### config.mk
export PLATFORM = sky130hd
export DESIGN_NAME = lcd_frame_reader_flat
export DESIGN_NICKNAME = d
export VERILOG_FILES = /design/src/rtl/lcd_timing_pkg.sv /design/src/rtl/lcd_frame_reader_if.sv /design/src/rtl/lcd_sync_gen.sv /design/src/rtl/lcd_frame_reader.sv /design/src/flat_wrapper.sv
export SDC_FILE = /design/constraint.sdc
export NUM_CORES = 1
export LEC_CHECK = 0
export CORE_MARGIN = 2
export CORE_UTILIZATION = 48
export DETAILED_ROUTE_END_ITERATION = 8
export PLACE_DENSITY = 0.82
export SETUP_SLACK_MARGIN = 0.2
export SLEW_MARGIN = 30
export SYNTH_ARGS = -nofsm -noshare
export SYNTH_HDL_FRONTEND = slang
export SYNTH_HIERARCHICAL = 1
export SYNTH_SLANG_ARGS = --single-unit
### constraint.sdc
create_clock -name clk -period 5 [get_ports clk]
set_input_delay 0.5 -clock clk [delete_from_list [all_inputs] [get_ports clk]]
set_output_delay 0.5 -clock clk [all_outputs]
set_load 0.01 [all_outputs]
### src/rtl/lcd_timing_pkg.sv
// Shared timing defaults, bus widths and reader FSM encoding for the LCD frame reader.
package lcd_timing_pkg;

  localparam int unsigned DEF_H_SYNC   = 41;
  localparam int unsigned DEF_H_BP     = 2;
  localparam int unsigned DEF_H_ACTIVE = 480;
  localparam int unsigned DEF_H_FP     = 2;
  localparam int unsigned DEF_V_SYNC   = 10;
  localparam int unsigned DEF_V_BP     = 2;
  localparam int unsigned DEF_V_ACTIVE = 272;
  localparam int unsigned DEF_V_FP     = 2;

  localparam int unsigned DEF_H_TOTAL = DEF_H_SYNC + DEF_H_BP + DEF_H_ACTIVE + DEF_H_FP;
  localparam int unsigned DEF_V_TOTAL = DEF_V_SYNC + DEF_V_BP + DEF_V_ACTIVE + DEF_V_FP;

  localparam int unsigned FB_ADDR_W = 22;
  localparam int unsigned PIX_W     = 16;
  localparam int unsigned LEN_W     = 9;

  localparam logic [FB_ADDR_W-1:0] DEF_FRAME_BASE = 22'd0;
  localparam logic [LEN_W-1:0]     DEF_BURST_LEN  = 9'd256;

  typedef enum logic [1:0] {
    IDLE       = 2'd0,
    WAIT_FRAME = 2'd1,
    RUN        = 2'd2
  } rd_state_e;

endpackage

### src/rtl/lcd_frame_reader_if.sv
// Read-side link between the SDRAM frame buffer and the LCD frame reader.
interface lcd_frame_reader_if;
  import lcd_timing_pkg::*;

  logic                 sdram_init_done;
  logic [PIX_W-1:0]     sys_data_out;
  logic                 sys_rd;
  logic                 data_valid;
  logic                 rd_load;
  logic [FB_ADDR_W-1:0] rd_addr;
  logic [FB_ADDR_W-1:0] rd_max_addr;
  logic [LEN_W-1:0]     rd_length;

  modport master (
    input  sdram_init_done, sys_data_out,
    output sys_rd, data_valid, rd_load, rd_addr, rd_max_addr, rd_length
  );

  modport slave (
    output sdram_init_done, sys_data_out,
    input  sys_rd, data_valid, rd_load, rd_addr, rd_max_addr, rd_length
  );

endinterface

### src/rtl/lcd_sync_gen.sv
// Free-running raster counters with sync and active-area decode; no FIFO awareness.
module lcd_sync_gen
  import lcd_timing_pkg::*;
#(
  parameter int unsigned H_SYNC   = DEF_H_SYNC,
  parameter int unsigned H_BP     = DEF_H_BP,
  parameter int unsigned H_ACTIVE = DEF_H_ACTIVE,
  parameter int unsigned H_FP     = DEF_H_FP,
  parameter int unsigned V_SYNC   = DEF_V_SYNC,
  parameter int unsigned V_BP     = DEF_V_BP,
  parameter int unsigned V_ACTIVE = DEF_V_ACTIVE,
  parameter int unsigned V_FP     = DEF_V_FP
) (
  input  logic clk,
  input  logic rst_n,
  output logic o_hs_raw,
  output logic o_vs_raw,
  output logic o_act,
  output logic o_frame_start
);

  localparam int unsigned H_TOTAL = H_SYNC + H_BP + H_ACTIVE + H_FP;
  localparam int unsigned V_TOTAL = V_SYNC + V_BP + V_ACTIVE + V_FP;
  // One spare bit so the exclusive active-end bound always fits.
  localparam int unsigned HW = $clog2(H_TOTAL + 1);
  localparam int unsigned VW = $clog2(V_TOTAL + 1);

  localparam logic [HW-1:0] H_LAST    = HW'(H_TOTAL - 1);
  localparam logic [HW-1:0] H_SYNC_E  = HW'(H_SYNC);
  localparam logic [HW-1:0] H_ACT_BEG = HW'(H_SYNC + H_BP);
  localparam logic [HW-1:0] H_ACT_END = HW'(H_SYNC + H_BP + H_ACTIVE);
  localparam logic [VW-1:0] V_LAST    = VW'(V_TOTAL - 1);
  localparam logic [VW-1:0] V_SYNC_E  = VW'(V_SYNC);
  localparam logic [VW-1:0] V_ACT_BEG = VW'(V_SYNC + V_BP);
  localparam logic [VW-1:0] V_ACT_END = VW'(V_SYNC + V_BP + V_ACTIVE);

  logic [HW-1:0] r_h_cnt;
  logic [VW-1:0] r_v_cnt;

  always_ff @(posedge clk or negedge rst_n) begin
    if (!rst_n) begin
      r_h_cnt <= '0;
      r_v_cnt <= '0;
    end else if (r_h_cnt == H_LAST) begin
      r_h_cnt <= '0;
      r_v_cnt <= (r_v_cnt == V_LAST) ? '0 : r_v_cnt + 1'b1;
    end else begin
      r_h_cnt <= r_h_cnt + 1'b1;
    end
  end

  assign o_hs_raw      = (r_h_cnt < H_SYNC_E);
  assign o_vs_raw      = (r_v_cnt < V_SYNC_E);
  assign o_act         = (r_h_cnt >= H_ACT_BEG) && (r_h_cnt < H_ACT_END) &&
                         (r_v_cnt >= V_ACT_BEG) && (r_v_cnt < V_ACT_END);
  assign o_frame_start = (r_h_cnt == '0) && (r_v_cnt == '0);

endmodule

### src/rtl/lcd_frame_reader.sv
// LCD panel driver that pops RGB565 pixels from the frame-buffer read FIFO in raster order.
module lcd_frame_reader
  import lcd_timing_pkg::*;
#(
  parameter int unsigned          H_SYNC     = DEF_H_SYNC,
  parameter int unsigned          H_BP       = DEF_H_BP,
  parameter int unsigned          H_ACTIVE   = DEF_H_ACTIVE,
  parameter int unsigned          H_FP       = DEF_H_FP,
  parameter int unsigned          V_SYNC     = DEF_V_SYNC,
  parameter int unsigned          V_BP       = DEF_V_BP,
  parameter int unsigned          V_ACTIVE   = DEF_V_ACTIVE,
  parameter int unsigned          V_FP       = DEF_V_FP,
  parameter bit                   SYNC_POL   = 1'b0,
  parameter logic [FB_ADDR_W-1:0] FRAME_BASE = DEF_FRAME_BASE,
  parameter logic [LEN_W-1:0]     BURST_LEN  = DEF_BURST_LEN
) (
  input  logic               clk,
  input  logic               rst_n,
  lcd_frame_reader_if.master fb_if,
  output logic               lcd_hs,
  output logic               lcd_vs,
  output logic               lcd_de,
  output logic [PIX_W-1:0]   lcd_rgb
);

  logic w_hs_raw, w_vs_raw, w_act, w_frame_start;

  lcd_sync_gen #(
    .H_SYNC   (H_SYNC),
    .H_BP     (H_BP),
    .H_ACTIVE (H_ACTIVE),
    .H_FP     (H_FP),
    .V_SYNC   (V_SYNC),
    .V_BP     (V_BP),
    .V_ACTIVE (V_ACTIVE),
    .V_FP     (V_FP)
  ) u_sync (
    .clk           (clk),
    .rst_n         (rst_n),
    .o_hs_raw      (w_hs_raw),
    .o_vs_raw      (w_vs_raw),
    .o_act         (w_act),
    .o_frame_start (w_frame_start)
  );

  rd_state_e r_state, w_state_d;

  always_comb begin
    w_state_d = r_state;
    case (r_state)
      IDLE:       if (fb_if.sdram_init_done) w_state_d = WAIT_FRAME;
      WAIT_FRAME: if (w_frame_start) w_state_d = RUN;
      RUN:        w_state_d = RUN;
      default:    w_state_d = IDLE;
    endcase
    if (!fb_if.sdram_init_done) w_state_d = IDLE;
  end

  always_ff @(posedge clk or negedge rst_n) begin
    if (!rst_n) r_state <= IDLE;
    else        r_state <= w_state_d;
  end

  // r_de_pipe[0] doubles as the FIFO pop; [1] marks the cycle the popped word is valid.
  logic [2:0]       r_de_pipe;
  logic [2:0]       r_hs_pipe;
  logic [2:0]       r_vs_pipe;
  logic [PIX_W-1:0] r_rgb;
  logic             r_data_valid;
  logic             r_rd_load;

  always_ff @(posedge clk or negedge rst_n) begin
    if (!rst_n) begin
      r_de_pipe    <= '0;
      r_hs_pipe    <= '0;
      r_vs_pipe    <= '0;
      r_rgb        <= '0;
      r_data_valid <= 1'b0;
      r_rd_load    <= 1'b0;
    end else begin
      r_de_pipe    <= {r_de_pipe[1:0], w_act && (w_state_d == RUN)};
      r_hs_pipe    <= {r_hs_pipe[1:0], w_hs_raw};
      r_vs_pipe    <= {r_vs_pipe[1:0], w_vs_raw};
      r_rgb        <= r_de_pipe[1] ? fb_if.sys_data_out : '0;
      r_data_valid <= (w_state_d == RUN);
      r_rd_load    <= w_frame_start && ((r_state == WAIT_FRAME) || (r_state == RUN));
    end
  end

  assign fb_if.sys_rd      = r_de_pipe[0];
  assign fb_if.data_valid  = r_data_valid;
  assign fb_if.rd_load     = r_rd_load;
  assign fb_if.rd_addr     = FRAME_BASE;
  assign fb_if.rd_max_addr = FRAME_BASE + FB_ADDR_W'(H_ACTIVE * V_ACTIVE);
  assign fb_if.rd_length   = BURST_LEN;

  assign lcd_hs  = r_hs_pipe[2] ^ ~SYNC_POL;
  assign lcd_vs  = r_vs_pipe[2] ^ ~SYNC_POL;
  assign lcd_de  = r_de_pipe[2];
  assign lcd_rgb = r_rgb;

endmodule

### src/flat_wrapper.sv
// flat-port wrapper written by rule: the top's interface ports become plain ports
module lcd_frame_reader_flat import lcd_timing_pkg::*;
#(
  parameter int unsigned          H_SYNC     = DEF_H_SYNC,
  parameter int unsigned          H_BP       = DEF_H_BP,
  parameter int unsigned          H_ACTIVE   = DEF_H_ACTIVE,
  parameter int unsigned          H_FP       = DEF_H_FP,
  parameter int unsigned          V_SYNC     = DEF_V_SYNC,
  parameter int unsigned          V_BP       = DEF_V_BP,
  parameter int unsigned          V_ACTIVE   = DEF_V_ACTIVE,
  parameter int unsigned          V_FP       = DEF_V_FP,
  parameter bit                   SYNC_POL   = 1'b0,
  parameter logic [FB_ADDR_W-1:0] FRAME_BASE = DEF_FRAME_BASE,
  parameter logic [LEN_W-1:0]     BURST_LEN  = DEF_BURST_LEN
)
  (clk, rst_n, lcd_hs, lcd_vs, lcd_de, lcd_rgb, fb_if_sdram_init_done, fb_if_sys_data_out, fb_if_sys_rd, fb_if_data_valid, fb_if_rd_load, fb_if_rd_addr, fb_if_rd_max_addr, fb_if_rd_length);
  lcd_frame_reader_if fb_if_i ();
  input  logic clk;
  input  logic rst_n;
  output logic lcd_hs;
  output logic lcd_vs;
  output logic lcd_de;
  output logic [PIX_W-1:0] lcd_rgb;
  input wire logic [$bits(fb_if_i.sdram_init_done)-1:0] fb_if_sdram_init_done;
  input wire logic [$bits(fb_if_i.sys_data_out)-1:0] fb_if_sys_data_out;
  output wire logic [$bits(fb_if_i.sys_rd)-1:0] fb_if_sys_rd;
  output wire logic [$bits(fb_if_i.data_valid)-1:0] fb_if_data_valid;
  output wire logic [$bits(fb_if_i.rd_load)-1:0] fb_if_rd_load;
  output wire logic [$bits(fb_if_i.rd_addr)-1:0] fb_if_rd_addr;
  output wire logic [$bits(fb_if_i.rd_max_addr)-1:0] fb_if_rd_max_addr;
  output wire logic [$bits(fb_if_i.rd_length)-1:0] fb_if_rd_length;
  assign fb_if_i.sdram_init_done = fb_if_sdram_init_done;
  assign fb_if_i.sys_data_out = fb_if_sys_data_out;
  assign fb_if_sys_rd = fb_if_i.sys_rd;
  assign fb_if_data_valid = fb_if_i.data_valid;
  assign fb_if_rd_load = fb_if_i.rd_load;
  assign fb_if_rd_addr = fb_if_i.rd_addr;
  assign fb_if_rd_max_addr = fb_if_i.rd_max_addr;
  assign fb_if_rd_length = fb_if_i.rd_length;
  lcd_frame_reader #(.H_SYNC(H_SYNC), .H_BP(H_BP), .H_ACTIVE(H_ACTIVE), .H_FP(H_FP), .V_SYNC(V_SYNC), .V_BP(V_BP), .V_ACTIVE(V_ACTIVE), .V_FP(V_FP), .SYNC_POL(SYNC_POL), .FRAME_BASE(FRAME_BASE), .BURST_LEN(BURST_LEN)) u_core (.clk(clk), .rst_n(rst_n), .fb_if(fb_if_i), .lcd_hs(lcd_hs), .lcd_vs(lcd_vs), .lcd_de(lcd_de), .lcd_rgb(lcd_rgb));
endmodule
==> metrics.cfg <==
[sta]
slew_headroom_pct = 62.0
fin_tns_setup_ns = 0
slew_violations = 0
max_clock_freq_mhz = 503
setup_viol = 0
hold_viol_final = 0
post-route-period-util_pct = 39.8
fin_skew_ns = 0.0110
worst_slack_ns = 3.01
rsz0062_at_grt = false
tightestPinTransition_ns = 0.571
finalCriticalPeriod_ns = 1.99

[place]
preCtsSetupSlack_ns = 3.06
place_area_sq_um = 2790
port-buffer-count = 40
globalplace.congestion = 0.842
dpl.hpwl_um = 3040

[clock_network]
clk_pin_slew_worst_paths_ns = 0.09
cts_sinks = 48
htreeDepth = 2
cts-resized-gates = 0
numCtsBuffers = 5
cts_setup_buffers = 0
clockBufferDepth = 2
cts_tree = done
ctsHoldBuffers = 0
clock-root-buffer = clkbuf_8
clk_latency_ns = 0.30

[routing]
drc = 0
vias_per_cell = 4.54
wl_per_cell_um = 11.9
drt_first_pass_iters = 4
vias = 1566
antenna_left = 0
routed_wl_um = 4110
drtIter0Drc = 67

[global_routing]
grt_overflow = 0
grt_usage_pct = 14.3
grt_pass1_wl_um = 6620
grt_max_degree = 49
grt_pass1_vias = 1385
grt_antenna_before_repair = 0

[finish]
design_area_sq_um = 2880
multi_input_comb_area_sq_um = 1050
fillers = 469
insertedDiodeCount = 0
drive_gt1_share_pct = 7.64
area_delta_synth_final_pct = 12.9
finalCoreUtilization_pct = 56.4
final_cell_mix = conb_1 (53), dfrtp_1 (48), clkdlybuf4s50_1 (39)
nets = 302
layout_commonest_cell = conb_1
seq_area_sq_um = 1200

[synth]
synth_ff_type = dfrtp_1
synthCells = 236
yosysUniqueCellTypes = 47
synth_warnings = 6
synth_area_sq_um = 2550
avgSynthCellArea_sq_um = 10.8
synth_enable_flop_cells = 0
yosysSeqAreaShare_pct = 47.1
synthArstFlopShare_pct = 100
synth-seq-cells = 48

[die]
start_util_pct = 50.0
die_h_um = 76.9
die-area_sq_um = 5920
ios = 94
core_area_sq_um = 5110
core.rowCount = 26
die_w_um = 76.9

[critical_path]
critPathMaxFanout = 5
max_stage_delay_ns = 0.43
cp.required_ns = 5.22
cp_slowest_cell = dfrtp_1
path_class = reg2reg
worst_path_most_repeated_cell = nor3b_2
cp_data_arrival_time_ns = 2.21
endpoint_kind = register
start_kind = register
worstPathCellList = nor3_2 -> nor3b_2 -> inv_1 -> nor4_1 -> and4b_1 -> a31oi_2 -> nor3b_2

[power]
pwr-share-clk_pct = 35.4
ir_worst_vdd_mv = 0.118
intPower_uw = 514
comb_power_share_pct = 6.3
p_leak_nw = 1.39
switchingPower_uw = 154
power_density_nw_per_um2 = 232
switching_share_pct = 23.1
p_seq_share_pct = 58.3

[min_path]
min_path_type = in2async

[job]
cap_violations = 0

[outcome]
outcome = finished, final reports clean

-- state kept, by name, summed over array words and instances, names as in the netlist --
| signal | cells |
|---|---|
| u_core/fb_if.rd_load | 1 |
| u_core/lcd_rgb | 16 |
| u_core/r_state | 2 |
| u_core/u_sync/r_v_cnt | 9 |
| u_core/r_vs_pipe | 3 |
| u_core/fb_if.data_valid | 1 |
| u_core/r_de_pipe | 3 |
| u_core/r_hs_pipe | 3 |
| u_core/u_sync/r_h_cnt | 10 |
-- synthesized netlist by cell type (all sizes together) (3+ instances only) --
| cell type | n | area share, % |
|---|---|---|
| ha | 9 | 4.4 |
| dfrtp | 48 | 47 |
| o21ai | 5 | 0.98 |
| inv | 13 | 1.9 |
| a21oi | 5 | 0.98 |
| and2 | 18 | 4.4 |
| a31oi | 3 | 0.98 |
| and3 | 4 | 1.0 |
| buf | 59 | 17 |
| nand3 | 13 | 3.0 |
| nor4 | 3 | 1.3 |
| or3 | 3 | 0.93 |
| nand4 | 5 | 1.2 |
| o31ai | 3 | 0.88 |
| nand2 | 4 | 0.69 |
| nor3b | 3 | 1.7 |
| xnor2 | 7 | 2.4 |
| nor2 | 7 | 1.0 |
-- layout make-up --
cell class              instances  share of cell area (%)
repair buffers                 40                    13.8
clock buffers                   6                    2.86
clock inverters                 2                   0.521
flip-flops and latches         48                    41.7
well taps                      70                    3.04
multi-input cells             166                    36.4
inverters                      13                    1.69
-- final timing paths --
check / from / end / slack [ns] / cells after the start
worst max-delay path: u_core/u_sync/r_v_cnt[6]$_DFFE_PN0P_ / u_core/r_de_pipe[0]$_DFF_PN0_ / 3.01 / 7
worst max register to register: u_core/u_sync/r_v_cnt[6]$_DFFE_PN0P_ / u_core/r_de_pipe[0]$_DFF_PN0_ / 3.01 / 7
max in group asynchronous: rst_n / u_core/u_sync/r_h_cnt[1]$_DFF_PN0_ / 4.42 / 1
worst min register to register: u_core/r_vs_pipe[0]$_DFF_PN0_ / u_core/r_vs_pipe[1]$_DFF_PN0_ / 0.34 / 0
worst min-delay path: rst_n / u_core/lcd_rgb[6]$_DFF_PN0_ / 0.20 / 1
min in group clk: u_core/r_vs_pipe[0]$_DFF_PN0_ / u_core/r_vs_pipe[1]$_DFF_PN0_ / 0.34 / 0
-- metal layers --
metal  global-route usage (%)  vias up  routed length [um]  share of wire (%)
li1                         -      754                   -                  -
met1                     18.3      742                1790                 43
met2                     22.7       64                1980                 48
met3                     4.35        6                 285                6.9
met4                     5.82        0                  58                1.4
met5                        0        -                   0                  0
-- metrics by stage --
stage               total power [mW]  std cells  hold slack, ns
global placement               0.438        337           0.334
detailed placement             0.439        337           0.335
CTS                            0.678        345           0.206
floorplan                      0.448        287           0.204
global route                   0.703        345           0.229
finish                         0.668        345           0.197
-- power by group through the flow --
stage | registers (mW) | clock network [mW] | logic (mW)
2_1_floorplan | 0.397 | 0 | 0.0507
3_3_place_gp | 0.397 | 0 | 0.0413
3_5_place_dp | 0.397 | 0 | 0.0419
4_1_cts | 0.389 | 0.247 | 0.0421
5_1_grt | 0.390 | 0.266 | 0.0474
6_report | 0.389 | 0.236 | 0.0422
-- critical path, delay by kind of cell, from the launching register on --
| kind | cells | cell delay [ns] |
|---|---|---|
| buffers and inverters | 1 | 0.06 |
| DFF | 1 | 0.43 |
| and+or+nand+nor | 5 | 1.35 |
| AOI/OAI and AO/OA | 1 | 0.06 |
-- kinds of logic after synthesis --
kind of cell	share of synthesized area, %
xor gates and xnor gates	3.09
and+or+nand+nor	19.0
buffers and inverters	19.3
adders and majority gates	4.41
other	0.294
DFF	47.1
muxes	0.833
AOI/OAI and AO/OA	5.98
No activity file was read; power rests on OpenSTA's default activity.
